**src/rtl/jk_pkg.sv**
```systemverilog
// Shared JK flip-flop definitions for the jk_reg_bank codebase slice.
package jk_pkg;

    localparam logic [1:0] JK_HOLD = 2'b00;
    localparam logic [1:0] JK_RST  = 2'b01;
    localparam logic [1:0] JK_SET  = 2'b10;
    localparam logic [1:0] JK_TGL  = 2'b11;

    function automatic logic jk_next(input logic q, input logic j, input logic k);
        logic r;
        case ({j, k})
            JK_HOLD: r = q;
            JK_RST:  r = 1'b0;
            JK_SET:  r = 1'b1;
            JK_TGL:  r = ~q;
            default: r = q;
        endcase
        return r;
    endfunction

endpackage

```
**src/rtl/jk_cell.sv**
```systemverilog
// One JK channel: state bit plus a one-cycle flag marking that the bit changed.
module jk_cell
    import jk_pkg::*;
#(
    parameter bit NEG_EDGE = 1'b1
) (
    input  logic clk,
    input  logic rst,
    input  logic en,
    input  logic clr,
    input  logic rst_val,
    input  logic j,
    input  logic k,
    output logic q,
    output logic changed
);

    logic q_r;
    logic changed_r;
    logic q_next_s;

    // Next-state selection: clear beats enable, enable gates the JK function.
    always_comb begin
        q_next_s = q_r;
        if (clr) begin
            q_next_s = rst_val;
        end else if (!en) begin
            q_next_s = q_r;
        end else begin
            q_next_s = jk_next(q_r, j, k);
        end
    end

    generate
        if (NEG_EDGE) begin : g_neg
            // State and change flag on the falling edge.
            always_ff @(negedge clk or posedge rst) begin
                if (rst) begin
                    q_r       <= rst_val;
                    changed_r <= 1'b0;
                end else begin
                    q_r       <= q_next_s;
                    changed_r <= q_next_s ^ q_r;
                end
            end
        end else begin : g_pos
            // State and change flag on the rising edge.
            always_ff @(posedge clk or posedge rst) begin
                if (rst) begin
                    q_r       <= rst_val;
                    changed_r <= 1'b0;
                end else begin
                    q_r       <= q_next_s;
                    changed_r <= q_next_s ^ q_r;
                end
            end
        end
    endgenerate

    assign q       = q_r;
    assign changed = changed_r;

endmodule

```
**src/rtl/jk_reg_bank.sv**
```systemverilog
// Bank of WIDTH JK channels with enable, clear-to-value, change flags and a
// saturating count of edges at which any bit changed.
module jk_reg_bank
    import jk_pkg::*;
#(
    parameter int               WIDTH     = 4,
    parameter logic [WIDTH-1:0] RESET_VAL = {WIDTH{1'b0}},
    parameter bit               NEG_EDGE  = 1'b1,
    parameter int               CNT_W     = 8
) (
    input  logic             clk,
    input  logic             rst,
    input  logic             en,
    input  logic             clr,
    input  logic [WIDTH-1:0] j,
    input  logic [WIDTH-1:0] k,
    input  logic             cnt_clr,
    output logic [WIDTH-1:0] q,
    output logic [WIDTH-1:0] changed,
    output logic             any_changed,
    output logic [CNT_W-1:0] chg_cnt,
    output logic             cnt_sat
);

    localparam logic [CNT_W-1:0] CNT_MAX = {CNT_W{1'b1}};
    localparam logic [CNT_W-1:0] CNT_ONE = {{(CNT_W-1){1'b0}}, 1'b1};

    logic [WIDTH-1:0] q_next_s;
    logic             chg_evt_s;
    logic [CNT_W-1:0] cnt_next_s;
    logic [CNT_W-1:0] cnt_r;
    logic             any_r;
    logic             sat_r;

    for (genvar gi = 0; gi < WIDTH; gi++) begin : g_cell
        jk_cell #(.NEG_EDGE(NEG_EDGE)) u_cell (
            .clk     (clk),
            .rst     (rst),
            .en      (en),
            .clr     (clr),
            .rst_val (RESET_VAL[gi]),
            .j       (j[gi]),
            .k       (k[gi]),
            .q       (q[gi]),
            .changed (changed[gi])
        );
    end

    // Bank-level view of the next state, used only to detect a change event.
    always_comb begin
        q_next_s = q;
        if (clr) begin
            q_next_s = RESET_VAL;
        end else if (!en) begin
            q_next_s = q;
        end else begin
            for (int i = 0; i < WIDTH; i++) begin
                q_next_s[i] = jk_next(q[i], j[i], k[i]);
            end
        end
        chg_evt_s = |(q_next_s ^ q);
    end

    // Event counter: cnt_clr wins and swallows a coincident event; never wraps.
    always_comb begin
        cnt_next_s = cnt_r;
        if (cnt_clr) begin
            cnt_next_s = {CNT_W{1'b0}};
        end else if (chg_evt_s && (cnt_r != CNT_MAX)) begin
            cnt_next_s = cnt_r + CNT_ONE;
        end else begin
            cnt_next_s = cnt_r;
        end
    end

    generate
        if (NEG_EDGE) begin : g_neg
            // Counter and summary flags on the falling edge.
            always_ff @(negedge clk or posedge rst) begin
                if (rst) begin
                    cnt_r <= {CNT_W{1'b0}};
                    any_r <= 1'b0;
                    sat_r <= 1'b0;
                end else begin
                    cnt_r <= cnt_next_s;
                    any_r <= chg_evt_s;
                    sat_r <= (cnt_next_s == CNT_MAX);
                end
            end
        end else begin : g_pos
            // Counter and summary flags on the rising edge.
            always_ff @(posedge clk or posedge rst) begin
                if (rst) begin
                    cnt_r <= {CNT_W{1'b0}};
                    any_r <= 1'b0;
                    sat_r <= 1'b0;
                end else begin
                    cnt_r <= cnt_next_s;
                    any_r <= chg_evt_s;
                    sat_r <= (cnt_next_s == CNT_MAX);
                end
            end
        end
    endgenerate

    assign chg_cnt     = cnt_r;
    assign any_changed = any_r;
    assign cnt_sat     = sat_r;

endmodule

```
**config.mk**
```make
export PLATFORM = sky130hd
export DESIGN_NAME = jk_reg_bank
export DESIGN_NICKNAME = d
export VERILOG_FILES = /design/src/rtl/jk_pkg.sv /design/src/rtl/jk_cell.sv /design/src/rtl/jk_reg_bank.sv
export SDC_FILE = /design/constraint.sdc
export NUM_CORES = 1
export LEC_CHECK = 0
export CAP_MARGIN = 0
export CORE_UTILIZATION = 50
export CTS_BUF_LIST = sky130_fd_sc_hd__clkbuf_16
export CTS_CLUSTER_SIZE = 40
export DETAILED_ROUTE_END_ITERATION = 16
export PLACE_DENSITY_LB_ADDON = 0.08
export SYNTH_ARGS = -nofsm -noshare
export SYNTH_HDL_FRONTEND = slang
export SYNTH_SLANG_ARGS = --single-unit
export TNS_END_PERCENT = 20
```
**constraint.sdc**
```tcl
create_clock -name clk -period 5.3 [get_ports clk]
set_clock_uncertainty 0.1 [all_clocks]
set_input_delay 0.795 -clock clk [delete_from_list [all_inputs] [get_ports clk]]
set_output_delay 0.795 -clock clk [all_outputs]
set_load 0.02 [all_outputs]
```
==> Word level (Yosys, flattened, before mapping) <==
Cells that the tools add are included.
{ "word_totals": {"register_bits": 18, "output_inout_bits": 18, "wordCells": 57} }
{ "op_classes": {"addsub": 1, "n_eq_ne": 14, "muxes": 16, "n_bitwise": 9, "n_reduce_logical": 6} }
{ "op_table": {"columns": ["operator", "count"], "rows": [
  ["$eq A2 B2 Y1 const B", 8],
  ["$mux W8", 2],
  ["$pmux W1 S4", 4],
  ["$add A8 B1 Y8 const B", 1],
  ["$eq A2 B1 Y1 const B", 4],
  ["$eq A8 B8 Y1 const B", 1],
  ["$logic_not A2 Y1", 4],
  ["$mux W1", 8],
  ["$mux W4", 2],
  ["$ne A8 B8 Y1 const B", 1],
  ["$not A1 Y1", 4],
  ["$reduce_or A4 Y1", 1],
  ["$xor A1 B1 Y1", 4],
  ["$xor A4 B4 Y4", 1],
  ["$logic_and A1 B1 Y1", 1]
]} }

==> Logic depth before layout (Yosys ltp) <==
Gate-level depths: netlist (run 1).
{ "logic_depth": {"depth_word": 10, "depth_mapped": 8, "mapped_depth_nobuf": 7} }

==> out/qor.yml, run 1 <==
status: "complete, no violations"
synthDistinctLibCells: 31
place_area_um2: 1415
drt_iter0_markers: 21
hp-class: "flop to flop"
antenna_found_initial: 0
port_buffers: 30
die_y_um: 48.50
syn_area_um2: 1081
yosysSeqAreaShare: 0.4167
critical_path_arrival_ns: 2.61
cp_max_fo: 5
synthXorXnorAreaFrac: 0.03241
cts_max_level: 1
wl_per_cell_um: 14.23
synth_top_family_by_area: "simple AND/OR/NAND/NOR gates"
syn_area_per_cell_um2: 10.30
postSynthCellCount: 105
reg2reg_depth: 6
cts_hold_buf: 0
final_cell_mix: "28 x clkdlybuf4s50_1, 18 x dfrtn_1, 15 x nand2_1, 13 x buf_4, 7 x nor2_1"
p_leak_uw: 0.0006262
power.switching_uw: 108.4
power_frac_seq: 0.388
dr.pass1.iters: 4
synthToLayoutAreaGrowth_pct: 39.24
ant_nets: 0
tritoncts: "done"
fin_total_pwr_uw: 407.1
num_rows: 16
globalplace.congestion: 0.8135
drcViolationCount: 0
p_comb_frac: 0.246
vias: 906
finalHoldViolCount: 0
power.density_nw_per_um2: 270.5
ys_warn_count: 0
finalSetupTns_ns: 0
cp.required_ns: 2.68
ys_ff_latch: 18
yosysTopAreaCellShare: 0.4167
grt.total_usage: 0.2140
final_net_count: 156
p_clk_frac: 0.366
clock_latency_ns: 0.28
synth_mux_area_frac: 0.02083
fillers: 145
drv_slew: 0
grt_pass1_wl_mm: 3.788
viasPerCell: 5.425
maxCapViolCount: 0
start_util: 0.5400
rsz0062_at_grt: "false"
synthTopCellsByArea: "dfrtn_1 42%, o311ai_4 7.3%, buf_4 6.3%, nand2_1 5.2%, a21oi_1 3.2%"
post-route-cell-area_um2: 1505
die_x_um: 48.50
cts_made_buffers: 3
cts_root_buf: "clkbuf_16"
drive_gt1_frac: 0.2214
vdd_drop_max_mv: 0.1620
ios: 31
setup_viol: 0
dp_hpwl_mm: 1.639
min_path_cells: 2
grt_overflow_total: 0
layout_commonest_cell: "clkdlybuf4s50_1"
synth_fa_ha_area_frac: 0.01157
synthSimpleGateAreaFrac: 0.2512
internal-power_uw: 298.7
clock_path_buffers: 2
slew_headroom: 0.5461
criticalPathCategory: "input port to flop"
clkTransAtPathRegs_ns: 0.04
antenna_cells: 0
sw_frac_of_total: 0.2662
tightest_slew_ns: 0.6801
synth_top_cell_by_area: "dfrtn_1"
dieArea_um2: 2352
wl_mm: 2.376
start_kind: "input port"
clock_sinks: 18
synth_compound_area_frac: 0.1597
crit_path_end_kind: "flop"
core-area_um2: 2002
grt_max_degree: 19
syn_nets: 119
grt_pass1_vias: 858
## layout make-up
class | instances | area (um2) | share of cell area
multi-input combinational | 69 | 524.3 | 0.3483
sequential | 18 | 450.4 | 0.2993
timing repair buffer | 43 | 395.4 | 0.2627
clock buffer | 3 | 75.07 | 0.04988
tap | 27 | 33.78 | 0.02244
inverter | 7 | 26.28 | 0.01746
## per-layer routing
layer  vias to the layer above  GRT usage  part of all wire
li1                        430          -                 -
met1                       437     0.2627              0.45
met2                        33     0.3638              0.49
met3                         6    0.02830             0.044
met4                         0     0.1176             0.019
met5                         -          0                 0
## what timing repair did
item | 4_1_cts | 5_1_grt
buffers inserted | 0 | 1
pin swaps | 1 | 6
resized for setup | 3 | 1
endpoints found under the setup margin | 4 | 1
endpoints found under the hold margin | 0 | 0
## state kept, by name, summed over array words and instances, names as in the netlist
name,cells
chg_cnt,8
cnt_sat,1
g_cell.u_cell.changed,4
g_cell.u_cell.q,4
any_changed,1
## through the flow
step / setup slack [ns] / hold WS [ns] / instances / utilization
after floorplan: 0.1412 / 0.4150 / 105 / -
after global placement: -0.3294 / 0.4240 / 163 / 0.7069
after detailed placement: -0.4446 / 0.4285 / 163 / 0.7069
after CTS: 0.03023 / 0.4352 / 166 / 0.7463
after global routing: 0.002870 / 0.4811 / 167 / 0.7519
final: 0.06820 / 0.4406 / 167 / 0.7519
## path summary, 6_finish.rpt
| check | end | slack, ns | start |
|---|---|---|---|
| max in group asynchronous | chg_cnt[0] | 1.28 | rst |
| min in group asynchronous | g_cell[1].u_cell.q | 3.35 | rst |
| max reg2reg | cnt_sat | 3.17 | chg_cnt[0] |
| min | chg_cnt[3] | 0.44 | chg_cnt[3] |
| max | cnt_sat | 0.07 | j[0] |
| min reg2reg | chg_cnt[3] | 0.44 | chg_cnt[3] |
## cell families after synthesis
family,Yosys count
xor gates and xnor gates,4
AOI/OAI and AO/OA,16
buffers and inverters,18
DFF,18
and+or+nand+nor,46
muxes,2
adders and majority gates,1
## synth_stat cells
cell type,count
nor4_1,2
and2b_2,1
buf_4,9
nor3b_1,1
a21oi_1,7
and4_1,2
ha_1,1
nand2b_1,1
buf_6,2
o22ai_2,1
nand3_4,1
a41oi_2,1
nor4_4,1
nor2_2,1
nor3_1,2
nand3_1,5
nand3b_1,4
a311oi_2,1
mux2_1,1
nand2b_4,1
o21ai_0,3
o311ai_4,3
or3_1,1
dfrtn_1,18
nor2_1,7
inv_1,6
xnor2_1,4
mux2_2,1
nand4_1,1
inv_2,1
nand2_1,15
## worst max-delay path, cell delays in order
cell and delay (ns):
clkdlybuf4s50_1 0.49, inv_1 0.07, o311ai_4 0.34, nor4_4 0.13, nor4_2 0.26, mux2_2 0.37
and4_1 0.15
## power groups by stage
stage               logic, uW  clock network (uW)  registers [uW]
global route              107                 158             159
CTS                      99.0                 154             158
detailed placement       98.3                   0             160
finish                    100                 149             158
floorplan                53.1                   0             165
global placement         96.7                   0             160
(Power assumes the default switching activity.)
==> inputs of run 2 (changes only) <==
--- a/config.mk
+++ b/config.mk
@@ -6,7 +6,10 @@
 export NUM_CORES = 1
 export LEC_CHECK = 0
 export CAP_MARGIN = 0
-export CORE_UTILIZATION = 50
+export CELL_PAD_IN_SITES_DETAIL_PLACEMENT = 0
+export CELL_PAD_IN_SITES_GLOBAL_PLACEMENT = 1
+export CORE_ASPECT_RATIO = 2
+export CORE_UTILIZATION = 38
 export CTS_BUF_LIST = sky130_fd_sc_hd__clkbuf_16
 export CTS_CLUSTER_SIZE = 40
 export DETAILED_ROUTE_END_ITERATION = 16
==> run 2 against run 1 <==
Net effect:
- wire length rose by 5.0%
- clock power barely moved
- hold slack improved by 0.0018 ns
- first-iteration DRC count is 52% lower
- largest power group unchanged
- combinational power about the same
- sequential cell count unchanged
- critical path depth unchanged
==> out/qor.yml, run 2 (synthesis gave the netlist of run 1 again) <==
status: "complete, no violations"  # unchanged
num_rows: 27  # was 16
clock_path_buffers: 2  # unchanged
p_clk_frac: 0.371  # was 0.366
ios: 31  # unchanged
port_buffers: 30  # unchanged
instances_no_fill: 169  # was 167
rsz0062_at_grt: "false"  # unchanged
vdd_drop_max_mv: 0.1718  # was 0.1620 mV
dp_hpwl_mm: 1.980  # was 1.639 mm
cp.required_ns: 2.68  # about the same
sw_frac_of_total: 0.2677  # was 0.2662
vias: 896  # was 906
start_kind: "input port"  # unchanged
clkTransAtPathRegs_ns: 0.04  # about the same
clock_latency_ns: 0.28  # about the same
power.switching_uw: 109.4  # was 108.4 uW
r2r-end: "cnt_sat"  # unchanged
grt_pass1_wl_mm: 4.236  # was 3.788 mm
wl_per_cell_um: 14.76  # was 14.23 um
drt_iter0_markers: 10  # was 21
dp.cells: 165  # was 163
antenna_cells: 0  # unchanged
dr.pass1.iters: 4  # unchanged
reg2reg_depth: 6  # unchanged
tightest_slew_ns: 0.7152  # was 0.6801 ns
maxCapViolCount: 0  # unchanged
critical_path_arrival_ns: 2.57  # was 2.61 ns
hp-class: "flop to flop"  # unchanged
r2r-start: "chg_cnt[0]"  # unchanged
r2r_slack_ns: 3.19  # was 3.17 ns
drv_slew: 0  # unchanged
criticalPathCategory: "input port to flop"  # unchanged
fillers: 259  # was 145
drive_gt1_frac: 0.2286  # was 0.2214
power_frac_seq: 0.387  # was 0.388
die_x_um: 39.72  # was 48.50 um
finalHoldViolCount: 0  # unchanged
cts_root_buf: "clkbuf_16"  # unchanged
viasPerCell: 5.302  # was 5.425
whs_endpoint: "chg_cnt[6]"  # was chg_cnt[3]
setup_viol: 0  # unchanged
power.density_nw_per_um2: 271.5  # was 270.5 nW/um2
clock_sinks: 18  # unchanged
cts_made_buffers: 3  # unchanged
p_leak_uw: 0.0006214  # was 0.0006262 uW
globalplace.congestion: 0.7406  # was 0.8135
tritoncts: "done"  # unchanged
cts_max_level: 1  # unchanged
p_comb_frac: 0.241  # was 0.246
final_net_count: 155  # was 156
largest_reg_flops: 8  # unchanged
internal-power_uw: 299.2  # was 298.7 uW
drcViolationCount: 0  # unchanged
die_y_um: 77.43  # was 48.50 um
slew_headroom: 0.5227  # was 0.5461
finalSetupTns_ns: 0  # unchanged
final_cell_mix: "28 x clkdlybuf4s50_1, 18 x dfrtn_1, 15 x nand2_1, 12 x buf_4, 7 x nor2_1"  # was 28 x clkdlybuf4s50_1, 18 x dfrtn_1, 15 x nand2_1, 13 x buf_4, 7 x nor2_1
wl_mm: 2.495  # was 2.376 mm
grt_max_degree: 19  # unchanged
ant_nets: 0  # unchanged
grt_overflow_total: 0  # unchanged
start_util: 0.3951  # was 0.5400
synthToLayoutAreaGrowth_pct: 39.24  # unchanged
layout_commonest_cell: "clkdlybuf4s50_1"  # unchanged
crit_path_end_kind: "flop"  # unchanged
cp_max_fo: 5  # unchanged
dieArea_um2: 3075  # was 2352 um2
antenna_found_initial: 0  # unchanged
min_path_cells: 2  # unchanged
grt.total_usage: 0.1962  # was 0.2140
core-area_um2: 2736  # was 2002 um2
grt_pass1_vias: 949  # was 858
min_from: "chg_cnt[6]"  # was chg_cnt[3]
hold_ws_ns: 0.4424  # was 0.4406 ns
## run 2: cell count changes in the layout (fill, tap and decap cells not counted), sizes merged
| cell | change |
|---|---|
| buf | -1 |
| clkbuf | +1 |
| clkinv | +1 |
| dlygate4sd2 | -1 |
## run 2: critical path: stages
cell	delay [ns]
clkdlybuf4s50_1	0.48
inv_1	0.07
o311ai_4	0.34
nor4_4	0.11
nor4_2	0.26
mux2_2	0.37
and4_1	0.15
## run 2: metrics by stage
step / util / power [uW] / setup WS [ns] / cell area [um2]
after floorplan: - / 218.0 / 0.1412 / 1081
after global placement: 0.5181 / 258.6 / -0.4530 / 1418
after detailed placement: 0.5181 / 260.1 / -0.5369 / 1418
after CTS: 0.5482 / 412.0 / 0.02279 / 1500
after global routing: 0.5501 / 427.1 / 0.005076 / 1505
final: 0.5501 / 408.6 / 0.1034 / 1505
## run 2: cell type report
class                      instances  area, um2  area share
clock buffer                       3      75.07     0.04988
clock inverter                     1      3.754    0.002494
inverter                           7      26.28     0.01746
multi-input combinational         69      529.3      0.3516
sequential                        18      450.4      0.2993
tap                               29      36.28     0.02411
timing repair buffer              42      384.1      0.2552
## run 2: how the worst max path moves through the flow
stage               startpoint  endpoint  slack (ns)  depth (start not counted)
finish                    j[2]   cnt_sat        0.10                          7
global route              j[2]   cnt_sat       0.005                          7
CTS                       j[3]   cnt_sat        0.02                          7
detailed placement          en   cnt_sat       -0.54                          7
global placement            en   cnt_sat       -0.45                          7
floorplan                  clr   cnt_sat        0.14                          7
## run 2: power by group through the flow
stage,registers (uW),clock network (uW),logic (uW)
finish,158,152,98.6
global route,160,159,108
CTS,159,153,99.8
detailed placement,161,0,99.4
global placement,160,0,98.2
floorplan,165,0,53.1
## run 2: what timing repair did
action	in CTS	in global routing
pin swaps	1	5
buffers inserted	0	0
hold buffers	0	0
setup endpoints to repair	8	1
gates resized for setup	3	4
## run 2: metal layers
| layer | track usage | routed length (um) | up-vias | part of all wire |
|---|---|---|---|---|
| met5 | 0 | 0 | - | 0 |
| met1 | 0.2052 | 875 | 450 | 0.35 |
| li1 | - | - | 425 | - |
| met3 | 0.02571 | 57 | 2 | 0.023 |
| met4 | 0.07241 | 28 | 0 | 0.011 |
| met2 | 0.3590 | 1534 | 19 | 0.61 |
